==> src/rtl/pe_cpaf_pkg.sv <==
// Shared constants and helpers for the CPA-F processing elements.
// round_shift works on a 64-bit container and wraps at the caller's width.
package pe_cpaf_pkg;

    localparam int A_W_DEF     = 8;
    localparam int B_W_DEF     = 8;
    localparam int C_W_DEF     = 32;
    localparam int SHIFT_W_DEF = 6;
    localparam int unsigned MAX_W = 64;

    // Round-half-up arithmetic right shift of a cw-bit value held sign-extended in x.
    function automatic logic signed [MAX_W-1:0] round_shift(
        input logic signed [MAX_W-1:0] x,
        input int unsigned             s,
        input int unsigned             cw
    );
        int unsigned sc;
        int unsigned ext;
        logic signed [MAX_W-1:0] r;
        sc  = (s >= cw) ? cw - 1 : s;
        ext = MAX_W - cw;
        if (sc == 0) begin
            r = x;
        end else begin
            r = x + (64'sd1 <<< (sc - 1));
            r = (r <<< ext) >>> ext;
            r = r >>> sc;
        end
        return r;
    endfunction

endpackage

==> src/rtl/pe_pipe_reg.sv <==
// Parametrised delay line; DEPTH of 0 degenerates to a wire.
// All stages clear asynchronously on RST.
module pe_pipe_reg #(
    parameter int DEPTH = 1,
    parameter int W     = 1
) (
    input  logic         CLK,
    input  logic         RST,
    input  logic [W-1:0] d,
    output logic [W-1:0] q
);

    generate
        if (DEPTH == 0) begin : g_wire
            assign q = d;
        end else begin : g_regs
            logic [W-1:0] stg [DEPTH];

            always_ff @(posedge CLK or posedge RST) begin
                if (RST) begin
                    for (int i = 0; i < DEPTH; i++) stg[i] <= '0;
                end else begin
                    stg[0] <= d;
                    for (int i = 1; i < DEPTH; i++) stg[i] <= stg[i-1];
                end
            end

            assign q = stg[DEPTH-1];
        end
    endgenerate

endmodule

==> src/rtl/pe_os_dbuf.sv <==
// Output-stationary PE with double-buffered accumulators.
// One bank accumulates a*b while the other drains/preloads via d->c.
module pe_os_dbuf
    import pe_cpaf_pkg::*;
#(
    parameter int A_W      = A_W_DEF,
    parameter int B_W      = B_W_DEF,
    parameter int C_W      = C_W_DEF,
    parameter int SHIFT_W  = SHIFT_W_DEF,
    parameter int IN_REGS  = 1,
    parameter int OUT_REGS = 1
) (
    input  logic               CLK,
    input  logic               RST,
    input  logic [A_W-1:0]     io_in_a,
    input  logic [B_W-1:0]     io_in_b,
    input  logic [C_W-1:0]     io_in_d,
    input  logic               io_in_valid,
    input  logic [SHIFT_W-1:0] io_in_control_shift,
    input  logic               io_in_control_propagate,
    output logic [A_W-1:0]     io_out_a,
    output logic [B_W-1:0]     io_out_b,
    output logic [C_W-1:0]     io_out_c,
    output logic               io_out_valid,
    output logic [SHIFT_W-1:0] io_out_control_shift,
    output logic               io_out_control_propagate
);

    localparam int BW = A_W + B_W + C_W + SHIFT_W + 2;

    logic [BW-1:0] in_bus;
    logic [BW-1:0] core_bus;
    logic [BW-1:0] res_bus;
    logic [BW-1:0] out_bus;

    logic signed [A_W-1:0] s_a;
    logic signed [B_W-1:0] s_b;
    logic [C_W-1:0]        s_d;
    logic                  s_valid;
    logic [SHIFT_W-1:0]    s_shift;
    logic                  s_prop;

    logic [A_W-1:0]     r_a;
    logic [B_W-1:0]     r_b;
    logic [C_W-1:0]     r_c;
    logic               r_valid;
    logic [SHIFT_W-1:0] r_shift;
    logic               r_prop;

    logic signed [C_W-1:0] acc [2];
    logic                  last_prop;

    logic signed [A_W+B_W-1:0] prod;
    logic signed [C_W-1:0]     sel_acc;
    logic signed [C_W-1:0]     oth_acc;
    logic signed [C_W-1:0]     acc_sum;
    logic signed [C_W-1:0]     c_next;
    logic signed [MAX_W-1:0]   sel_wide;
    logic                      flip;

    assign in_bus = {io_in_a, io_in_b, io_in_d, io_in_valid,
                     io_in_control_shift, io_in_control_propagate};

    pe_pipe_reg #(.DEPTH(IN_REGS), .W(BW)) u_in_pipe (
        .CLK (CLK),
        .RST (RST),
        .d   (in_bus),
        .q   (core_bus)
    );

    assign {s_a, s_b, s_d, s_valid, s_shift, s_prop} = core_bus;

    // P selects the draining bank; the other one accumulates.
    always_comb begin
        sel_acc  = s_prop ? acc[1] : acc[0];
        oth_acc  = s_prop ? acc[0] : acc[1];
        flip     = s_valid & (s_prop != last_prop);
        prod     = s_a * s_b;
        acc_sum  = oth_acc + C_W'(prod);
        sel_wide = MAX_W'(sel_acc);
        c_next   = sel_acc;
        if (flip) begin
            c_next = C_W'(round_shift(sel_wide, 32'(s_shift), C_W));
        end
    end

    always_ff @(posedge CLK or posedge RST) begin
        if (RST) begin
            acc[0]    <= '0;
            acc[1]    <= '0;
            last_prop <= 1'b0;
            r_a       <= '0;
            r_b       <= '0;
            r_c       <= '0;
            r_valid   <= 1'b0;
            r_shift   <= '0;
            r_prop    <= 1'b0;
        end else begin
            r_a     <= s_a;
            r_b     <= s_b;
            r_valid <= s_valid;
            r_shift <= s_shift;
            r_prop  <= s_prop;
            if (s_valid) begin
                r_c             <= c_next;
                last_prop       <= s_prop;
                acc[s_prop]     <= s_d;
                acc[~s_prop]    <= acc_sum;
            end
        end
    end

    assign res_bus = {r_a, r_b, r_c, r_valid, r_shift, r_prop};

    pe_pipe_reg #(.DEPTH(OUT_REGS), .W(BW)) u_out_pipe (
        .CLK (CLK),
        .RST (RST),
        .d   (res_bus),
        .q   (out_bus)
    );

    assign {io_out_a, io_out_b, io_out_c, io_out_valid,
            io_out_control_shift, io_out_control_propagate} = out_bus;

endmodule

==> config.mk <==
export PLATFORM = sky130hd
export DESIGN_NAME = pe_os_dbuf
export DESIGN_NICKNAME = d
export VERILOG_FILES = /design/src/rtl/pe_cpaf_pkg.sv /design/src/rtl/pe_pipe_reg.sv /design/src/rtl/pe_os_dbuf.sv
export SDC_FILE = /design/constraint.sdc
export NUM_CORES = 1
export LEC_CHECK = 0
export ABC_AREA = 1
export CAP_MARGIN = 20
export CORE_MARGIN = 2
export CORE_UTILIZATION = 65
export CTS_CLUSTER_DIAMETER = 40
export CTS_CLUSTER_SIZE = 28
export DETAILED_ROUTE_END_ITERATION = 12
export PLACE_DENSITY_LB_ADDON = 0.08
export SLEW_MARGIN = 20
export SYNTH_ARGS = -nofsm -noshare
export SYNTH_HDL_FRONTEND = slang
export SYNTH_SLANG_ARGS = --single-unit
==> constraint.sdc <==
create_clock -name CLK -period 18.4 [get_ports CLK]
set_clock_uncertainty 0.2 [all_clocks]
set_input_delay 2.76 -clock CLK [delete_from_list [all_inputs] [get_ports CLK]]
set_output_delay 2.76 -clock CLK [all_outputs]
set_load 0.005 [all_outputs]
==> impl_metrics.json, run 1 <==
{
  "nets": 2765,
  "avgSynthCellArea_sq_um": 7.79,
  "die_x_um": 174,
  "cpPeakStageDelay_ns": 0.74,
  "cts.sinks": 233,
  "coreArea_sq_um": 28500,
  "die_y_um": 174,
  "crit_fanout": 103,
  "syn_inst": 2399,
  "clk_latency_ns": 0.60,
  "wl_um": 55900,
  "worstSetupStartpointType": "register",
  "fin_setup_tns_ns": 0,
  "status": "finished, final reports clean",
  "place_inst": 2819,
  "seqPwrFrac_pct": 15.8,
  "insertedDiodeCount": 0,
  "min_path_cells": 0,
  "worstHoldStart": "r_b[4]",
  "cap_violations": 0,
  "critPathTopFamily": "adder cells",
  "drc": 0,
  "place_hpwl_um": 41800,
  "synth_commonest_cells": "nand2_1, inv_1, dfrtp_1",
  "final_layout_size_suffix_gt1_share_pct": 5.46,
  "avgRoutedWirePerCell_um": 19.4,
  "slew_headroom_pct": 28.5,
  "viasPerCell": 5.90,
  "ctsHoldBuffers": 0,
  "ios": 114,
  "seqCellArea_sq_um": 5830,
  "yosys.area.top_type": "dfrtp_1",
  "synth.cell_area_sq_um": 18700,
  "grt_setup_unrepaired": "no",
  "synth_cell_types": 48,
  "synth_edf_count": 0,
  "internal_power_mw": 2.13,
  "synth_top_area_share_pct": 31.2,
  "p_clk_share_pct": 13.2,
  "ys_top_cells_by_area": "dfrtp_1, fa_1, nand2_1, inv_1, ha_1",
  "p_sw_mw": 2.38,
  "setup_slack_ns": 11.78,
  "gp_congestion": 1.01,
  "numPortBuffers": 113,
  "period_needed_ns": 6.62,
  "p_sw_share_pct": 52.8,
  "crit_start": "u_in_pipe.q[0]",
  "finalHoldViolCount": 0,
  "pre_cts_ws_ns": 12.02,
  "clock_path_buffers": 3,
  "syn_nets": 2697,
  "ant_nets": 0,
  "post_cts_buffers": 0,
  "cp.depth": 19,
  "grt-ovfl-total": 0,
  "start_util_pct": 65.6,
  "die_area_sq_um": 30100,
  "grt_max_degree": 104,
  "max_clock_freq_mhz": 151,
  "reg2reg_setup_slack_ns": 11.78,
  "vias": 17000,
  "p_leak_nw": 11.0,
  "stdcell_count": 2875,
  "worst_pin_slew_ns": 1.06,
  "path_cells": "buf_4 > o21ai_0 > fa_1 > inv_1 > fa_1 > inv_1 > fa_1 > inv_1 > fa_1 > ha_1 > ha_1 > nand2_1 > nor4_1 > nand4_1 > nand3_1 > a21oi_1 > o21ai_0 > xor2_1 > o221ai_1",
  "n_fill_cell": 2158,
  "cts_buffers": 30,
  "report.final.slew_viol_count": 0,
  "fp-row-count": 62,
  "dr.pass1.iters": 8,
  "grt_usage_pct": 37.8,
  "clockRootBuffer": "clkbuf_16",
  "synth.most_common_cell": "nand2_1",
  "combPwrFrac_pct": 71.0,
  "power_density_nw_per_um2": 214,
  "cp_data_required_time_ns": 18.64,
  "antenna_found_initial": 0,
  "setup_viol": 0,
  "critical_path_class": "register to register",
  "worstSetupEndpointType": "register",
  "ys_ff_latch": 233,
  "cts_resized": 0,
  "grt_pass1_wl_um": 89400,
  "htree_levels": 1,
  "initialDrtViolationCount": 1988,
  "cp_slowest_cell": "buf_4",
  "total_power_mw": 4.51,
  "multi_input_area_sq_um": 10900,
  "cts.clk_slew.worst_paths_ns": 0.06,
  "synthFlopType": "dfrtp_1",
  "min_period_over_period_pct": 36.0,
  "worst-r2r-cell-count": 19,
  "cts_tree": "built",
  "reg2reg_from": "u_in_pipe.q[0]",
  "cp_data_arrival_time_ns": 6.87,
  "hold_class": "register to register",
  "async_flop_share_pct": 100,
  "ys_seq_area_share_pct": 31.2,
  "grt_pass1_vias": 17000,
  "synthToLayoutAreaGrowth_pct": 12.9,
  "ir_worst_vdd_mv": 0.253,
  "ys.warnings.count": 0,
  "crit_buf_inv": 4,
  "cpMostUsedCell": "fa_1"
}
-- worst reg2reg max path, stage by stage, from the launching register on --
cell	delay, ns
dfrtp_2	0.34
buf_4	0.74
o21ai_0	0.52
fa_1	0.67
inv_1	0.07
fa_1	0.52
inv_1	0.07
fa_1	0.54
inv_1	0.07
fa_1	0.46
ha_1	0.32
ha_1	0.36
nand2_1	0.14
nor4_1	0.41
nand4_1	0.13
nand3_1	0.20
a21oi_1	0.13
o21ai_0	0.22
xor2_1	0.23
o221ai_1	0.13
-- stage by stage --
| stage | hold WS [ns] | utilization [%] | instance area [sq um] |
|---|---|---|---|
| after floorplan | 0.131 | - | 18700 |
| after global placement | 0.132 | 70.3 | 20000 |
| after detailed placement | 0.135 | 70.3 | 20000 |
| after CTS | 0.144 | 74.0 | 21100 |
| after global routing | 0.141 | 74.1 | 21100 |
| final | 0.146 | 74.1 | 21100 |
-- registers in the layout, indices dropped and copies added, names as in the netlist --
register      count
acc              64
last_prop         1
r_a               8
r_b               8
r_c              32
r_prop            1
r_shift           6
r_valid           1
u_in_pipe.q      56
u_out_pipe.q     56
-- final timing paths --
| check | end |
|---|---|
| max in group asynchronous | u_in_pipe.q[0] |
| hold reg to reg | u_out_pipe.q[44] |
| min in group asynchronous | u_out_pipe.q[6] |
| hold / removal | u_out_pipe.q[44] |
| setup reg to reg | acc[30] |
| setup / recovery | acc[30] |
-- power by group through the flow --
stage          Combinational (mW)  Sequential (mW)  Clock (mW)
3_3_place_gp                 2.91            0.712           0
2_1_floorplan                2.24            0.696           0
4_1_cts                      3.12            0.711       0.597
5_1_grt                      3.56            0.725       0.618
3_5_place_dp                 3.03            0.718           0
6_report                     3.20            0.712       0.593
-- area by class of cell --
type	count	area share [%]
tap	384	2.28
clock inverter	24	1.31
sequential	233	27.7
timing repair buffer	125	5.81
clock buffer	32	3.69
multi-input combinational	1667	51.9
inverter	410	7.36
-- cell families (layout without fill, tap and decap cells) --
family                     Yosys count  in the layout  share of synthesized area, %
buffers and inverters              499            591                          10.3
DFF                                233            233                          31.2
xor gates and xnor gates            37             37                          1.73
muxes                               12             12                         0.643
adders and majority gates          240            240                          21.6
AOI/OAI and AO/OA                  296            296                          9.64
and+or+nand+nor                   1082           1082                          24.9
-- cell usage in the layout, fill, tap and decap left out, drive strengths merged, types with 82 or more instances in the layout --
cell	synthesis	final
clkdlybuf4s50	0	113
o21ai	122	122
nor2	118	118
fa	137	137
nand3	226	226
a21oi	82	82
ha	103	103
dfrtp	233	233
nand2	673	673
inv	408	416
-- per-layer routing --
metal	vias up	GRT usage, %	part of all wire (%)
met2	927	64.4	49
met3	215	4.74	7.5
met1	8081	47.7	37
met4	0	19.8	6.2
met5	-	0	0
li1	7735	-	-
Note: power is estimated with default switching activity, not from simulation.
==> inputs of run 2 (changes only) <==
--- a/config.mk
+++ b/config.mk
@@ -8,7 +8,7 @@
 export ABC_AREA = 1
 export CAP_MARGIN = 20
 export CORE_MARGIN = 2
-export CORE_UTILIZATION = 65
+export CORE_UTILIZATION = 61
 export CTS_CLUSTER_DIAMETER = 40
 export CTS_CLUSTER_SIZE = 28
 export DETAILED_ROUTE_END_ITERATION = 12
==> constraint.sdc (replaced) <==
create_clock -name CLK -period 6.4 [get_ports CLK]
set_clock_uncertainty 0.2 [all_clocks]
set_input_delay 0.96 -clock CLK [delete_from_list [all_inputs] [get_ports CLK]]
set_output_delay 0.96 -clock CLK [all_outputs]
set_load 0.005 [all_outputs]
==> impl_metrics.json, run 2 (synthesis gave the netlist of run 1 again) <==
{
  "grt_usage_pct": 34.8,
  "period_needed_ns": 6.14,
  "top_register": "acc",
  "ant_nets": 0,
  "worst_pin_slew_ns": 0.982,
  "slew_headroom_pct": 34.6,
  "power_density_nw_per_um2": 604,
  "synthToLayoutAreaGrowth_pct": 14.5,
  "gp_congestion": 1.04,
  "antenna_found_initial": 0,
  "dr.pass1.iters": 6,
  "clk_latency_ns": 0.55,
  "final_cell_mix": "nand2_1, inv_1, dfrtp_1",
  "reg2reg_from": "u_in_pipe.q[0]",
  "fp-row-count": 64,
  "p_leak_nw": 11.2,
  "utilization_pct": 70.5,
  "cp_data_arrival_time_ns": 6.31,
  "grt-ovfl-total": 0,
  "place_inst": 2848,
  "viasPerCell": 5.67,
  "crit_buf_inv": 4,
  "critical_path_class": "register to register",
  "wl_um": 54500,
  "crit_fanout": 47,
  "reg2reg_setup_slack_ns": 0.26,
  "initialDrtViolationCount": 1392,
  "grt_pass1_vias": 16300,
  "die_x_um": 179,
  "clock_path_buffers": 3,
  "fin_area_sq_um": 21400,
  "htree_levels": 2,
  "worstHoldStart": "r_b[7]",
  "cpMostUsedCell": "fa_1",
  "cap_violations": 0,
  "grt_max_degree": 130,
  "min_to": "u_out_pipe.q[47]",
  "stdcell_count": 2910,
  "cts_buffers": 34,
  "dpl_cell_area_sq_um": 20200,
  "nets": 2787,
  "die_area_sq_um": 32000,
  "start_util_pct": 61.6,
  "avgRoutedWirePerCell_um": 18.7,
  "ir_worst_vdd_mv": 0.760,
  "grt_setup_unrepaired": "no",
  "crit_start": "u_in_pipe.q[0]",
  "cts.sinks": 233,
  "seqCellArea_sq_um": 5830,
  "cpPeakStageDelay_ns": 0.77,
  "path_cells": "buf_4 > o21ai_0 > fa_1 > inv_1 > fa_1 > inv_1 > fa_1 > inv_1 > fa_1 > ha_1 > ha_1 > nand2_1 > nor4_1 > nand4_1 > nand3_1 > a21oi_1 > o21ai_0 > xor2_1 > o221ai_1",
  "cts_tree": "built",
  "ios": 114,
  "status": "finished, final reports clean",
  "min_period_over_period_pct": 96.0,
  "insertedDiodeCount": 0,
  "grt_pass1_wl_um": 85000,
  "cp_data_required_time_ns": 6.57,
  "vias": 16500,
  "r2r-end": "acc[62]",
  "worst-r2r-cell-count": 19,
  "clockRootBuffer": "clkbuf_16",
  "largest_reg_flops": 64,
  "worstSetupEndpointType": "register",
  "worstSetupStartpointType": "register",
  "setup_viol": 0,
  "finalHoldViolCount": 0,
  "report.final.slew_viol_count": 0,
  "max_clock_freq_mhz": 163,
  "critPathTopFamily": "adder cells",
  "n_fill_cell": 2439,
  "cp_slowest_cell": "dfrtp_4",
  "layout_commonest_cell": "nand2_1",
  "drc": 0,
  "fin_setup_tns_ns": 0,
  "final_layout_size_suffix_gt1_share_pct": 6.25,
  "die_y_um": 179,
  "numPortBuffers": 113,
  "coreArea_sq_um": 30300,
  "min_path_cells": 0,
  "cts.clk_slew.worst_paths_ns": 0.07,
  "place_hpwl_um": 42700,
  "multi_input_area_sq_um": 10900,
  "hold_class": "register to register"
}
==> run 2: repair_timing <==
item / CTS / global route
hold buffers: 0 / 0
setup buffers: 0 / 1
setup endpoints to repair: 0 / 13
resized for setup: 0 / 2
==> run 2: worst max-delay path by stage <==
| stage | cells past startpoint | to |
|---|---|---|
| after global routing | 19 | acc[62] |
| after CTS | 21 | acc[63] |
| after floorplan | 21 | acc[20] |
| final | 19 | acc[62] |
| after global placement | 21 | acc[63] |
| after detailed placement | 21 | acc[63] |
==> run 2: metrics by stage <==
stage / setup WS, ns / hold slack (ns) / power [mW]
floorplan: 0.360 / 0.131 / 8.46
global placement: 0.202 / 0.131 / 10.5
detailed placement: 0.144 / 0.135 / 10.7
CTS: 0.127 / 0.147 / 12.8
global route: 0.0165 / 0.154 / 14.0
finish: 0.255 / 0.141 / 12.9
==> run 2: power breakdown <==
part | total (mW) | switching [mW] | internal, mW | leakage [nW]
clock | 1.92 | 0.796 | 1.13 | 0.577
sequential | 2.08 | 0.233 | 1.84 | 2.74
combinational | 8.91 | 5.64 | 3.26 | 7.85
==> run 2: final cells by class <==
class                           instances  area share, %
Timing Repair Buffer                  143           6.40
Tap cell                              396           2.32
Inverter                              410           7.26
Clock buffer                           36           4.06
Clock inverter                         25           1.52
Sequential cell                       233           27.3
Multi-Input combinational cell       1667           51.2
==> run 2: layer usage <==
metal	GRT usage (%)	vias up	share of wire, %
met4	17.3	0	5.3
met1	45.3	7930	40
li1	-	7782	-
met5	0	-	0
met2	57.4	648	48
met3	4.64	145	6.4
==> inputs of run 3 (changes only) <==
==> constraint.sdc (replaced) <==
create_clock -name CLK -period 6.6 [get_ports CLK]
set_clock_uncertainty 0.2 [all_clocks]
set_input_delay 0.99 -clock CLK [delete_from_list [all_inputs] [get_ports CLK]]
set_output_delay 0.99 -clock CLK [all_outputs]
set_load 0.005 [all_outputs]
==> impl_metrics.json, run 3 (synthesis gave the netlist of run 1 again) <==
{
  "status": "finished, final reports clean",
  "crit_fanout": 51,
  "numPortBuffers": 113,
  "grt_max_degree": 188,
  "dr.pass1.iters": 8,
  "nets": 2780,
  "top_register": "acc",
  "htree_levels": 1,
  "place_inst": 2845,
  "wl_met1_um": 21700,
  "clock_path_buffers": 3,
  "p_leak_nw": 11.1,
  "min_period_over_period_pct": 94.6,
  "cts_resized": 0,
  "n_fill_cell": 2479,
  "max_clock_freq_mhz": 160,
  "avgRoutedWirePerCell_um": 19.2,
  "grt_pass1_wl_um": 87400,
  "viasPerCell": 5.78,
  "final_cell_mix": "nand2_1, inv_1, dfrtp_1",
  "ant_nets": 0,
  "stdcell_count": 2902,
  "post_cts_buffers": 0,
  "report.final.slew_viol_count": 0,
  "clockRootBuffer": "clkbuf_16",
  "worst-r2r-cell-count": 21,
  "ir_worst_vdd_mv": 0.696,
  "worstSetupStartpointType": "register",
  "insertedDiodeCount": 0,
  "met2WireLength_um": 26800,
  "seqPwrFrac_pct": 16.2,
  "total_power_mw": 12.4,
  "die_x_um": 179,
  "worstHoldStart": "r_a[0]",
  "dr.max_layer_used": "met4",
  "clk_latency_ns": 0.57,
  "antenna_found_initial": 0,
  "place_hpwl_um": 43100,
  "setup_viol": 0,
  "internal_power_mw": 5.89,
  "synthToLayoutAreaGrowth_pct": 13.7,
  "r2r-end": "acc[63]",
  "worstSetupEndpointType": "register",
  "gp_congestion": 1.03,
  "start_util_pct": 61.6,
  "met3_wirelength_um": 3920,
  "layout_commonest_cell": "nand2_1",
  "drc": 0,
  "min_to": "u_out_pipe.q[48]",
  "ios": 114,
  "slew_headroom_pct": 35.7,
  "combPwrFrac_pct": 70.5,
  "die_y_um": 179,
  "period_needed_ns": 6.24,
  "worst_pin_slew_ns": 0.958,
  "hold_class": "register to register",
  "critical_path_class": "register to register",
  "power_density_nw_per_um2": 585,
  "cts.clk_slew.worst_paths_ns": 0.07,
  "grt-ovfl-total": 0,
  "final_layout_size_suffix_gt1_share_pct": 6.07,
  "initialDrtViolationCount": 1591,
  "die_area_sq_um": 32000,
  "grt_usage_pct": 35.8,
  "cp_data_arrival_time_ns": 6.46,
  "grt_setup_unrepaired": "no",
  "reg2reg_from": "u_in_pipe.q[0]",
  "wl_um": 55900,
  "min_path_cells": 0,
  "fp-row-count": 64,
  "cts.sinks": 233,
  "cts_tree": "built",
  "p_sw_mw": 6.54,
  "ctsHoldBuffers": 0,
  "cts_buffers": 30,
  "vias": 16800,
  "p_sw_share_pct": 52.6,
  "grt_pass1_vias": 16600,
  "cap_violations": 0,
  "largest_reg_flops": 64,
  "coreArea_sq_um": 30300,
  "p_clk_share_pct": 13.3,
  "finalHoldViolCount": 0,
  "cp_data_required_time_ns": 6.82,
  "fin_setup_tns_ns": 0,
  "reg2reg_setup_slack_ns": 0.36
}
run 3: cell type report:
cell class	instances	area (sq um)	area share [%]
repair buffers	140	1370	6.43
inverters	410	1550	7.29
multi-input cells	1667	10900	51.5
well taps	396	495	2.33
flip-flops and latches	233	5830	27.5
clock buffers	31	776	3.65
clock inverters	25	275	1.30
run 3: through the flow:
step	hold WS [ns]	instance area, sq um	worst slack, ns	utilization, %
after floorplan	0.131	18700	0.560	-
after global placement	0.132	20200	0.310	66.4
after detailed placement	0.135	20200	0.194	66.4
after CTS	0.147	21200	0.184	69.9
after global routing	0.157	21200	0.0149	70.0
final	0.145	21200	0.358	70.0
run 3: layer usage:
| layer | vias up | track usage (%) |
|---|---|---|
| met5 | - | 0 |
| met4 | 0 | 19.0 |
| met3 | 190 | 4.86 |
| met2 | 781 | 59.6 |
| met1 | 8042 | 45.7 |
| li1 | 7768 | - |
run 3: how the worst max path moves through the flow:
stage,cells past startpoint,end,from,slack [ns]
after floorplan,21,acc[20],u_in_pipe.q[40],0.56
after global placement,21,acc[63],u_in_pipe.q[0],0.31
after detailed placement,21,acc[63],u_in_pipe.q[0],0.19
after CTS,21,acc[63],u_in_pipe.q[0],0.18
after global routing,21,acc[31],u_in_pipe.q[0],0.01
final,21,acc[63],u_in_pipe.q[0],0.36
run 3: power by group through the flow:
stage / Sequential, mW / Clock, mW / Combinational [mW]
final: 2.01 / 1.65 / 8.77
after global routing: 2.05 / 1.73 / 9.81
after floorplan: 1.94 / 0 / 6.26
after global placement: 2.02 / 0 / 8.23
after detailed placement: 2.03 / 0 / 8.45
after CTS: 2.01 / 1.67 / 8.58
run 3: worst max-delay path, stage by stage (launching register included):
cell	delay (ns)
dfrtp_4	0.78
buf_4	0.28
o21ai_0	0.18
fa_1	0.58
inv_1	0.06
fa_1	0.51
inv_1	0.07
fa_1	0.53
inv_1	0.06
fa_1	0.45
ha_1	0.29
ha_1	0.36
nand2_1	0.12
nor2_1	0.15
and3_1	0.21
nand4_1	0.10
nand3_1	0.20
nand2_1	0.08
o211ai_1	0.19
a21oi_1	0.14
xnor2_1	0.37
o221ai_1	0.17
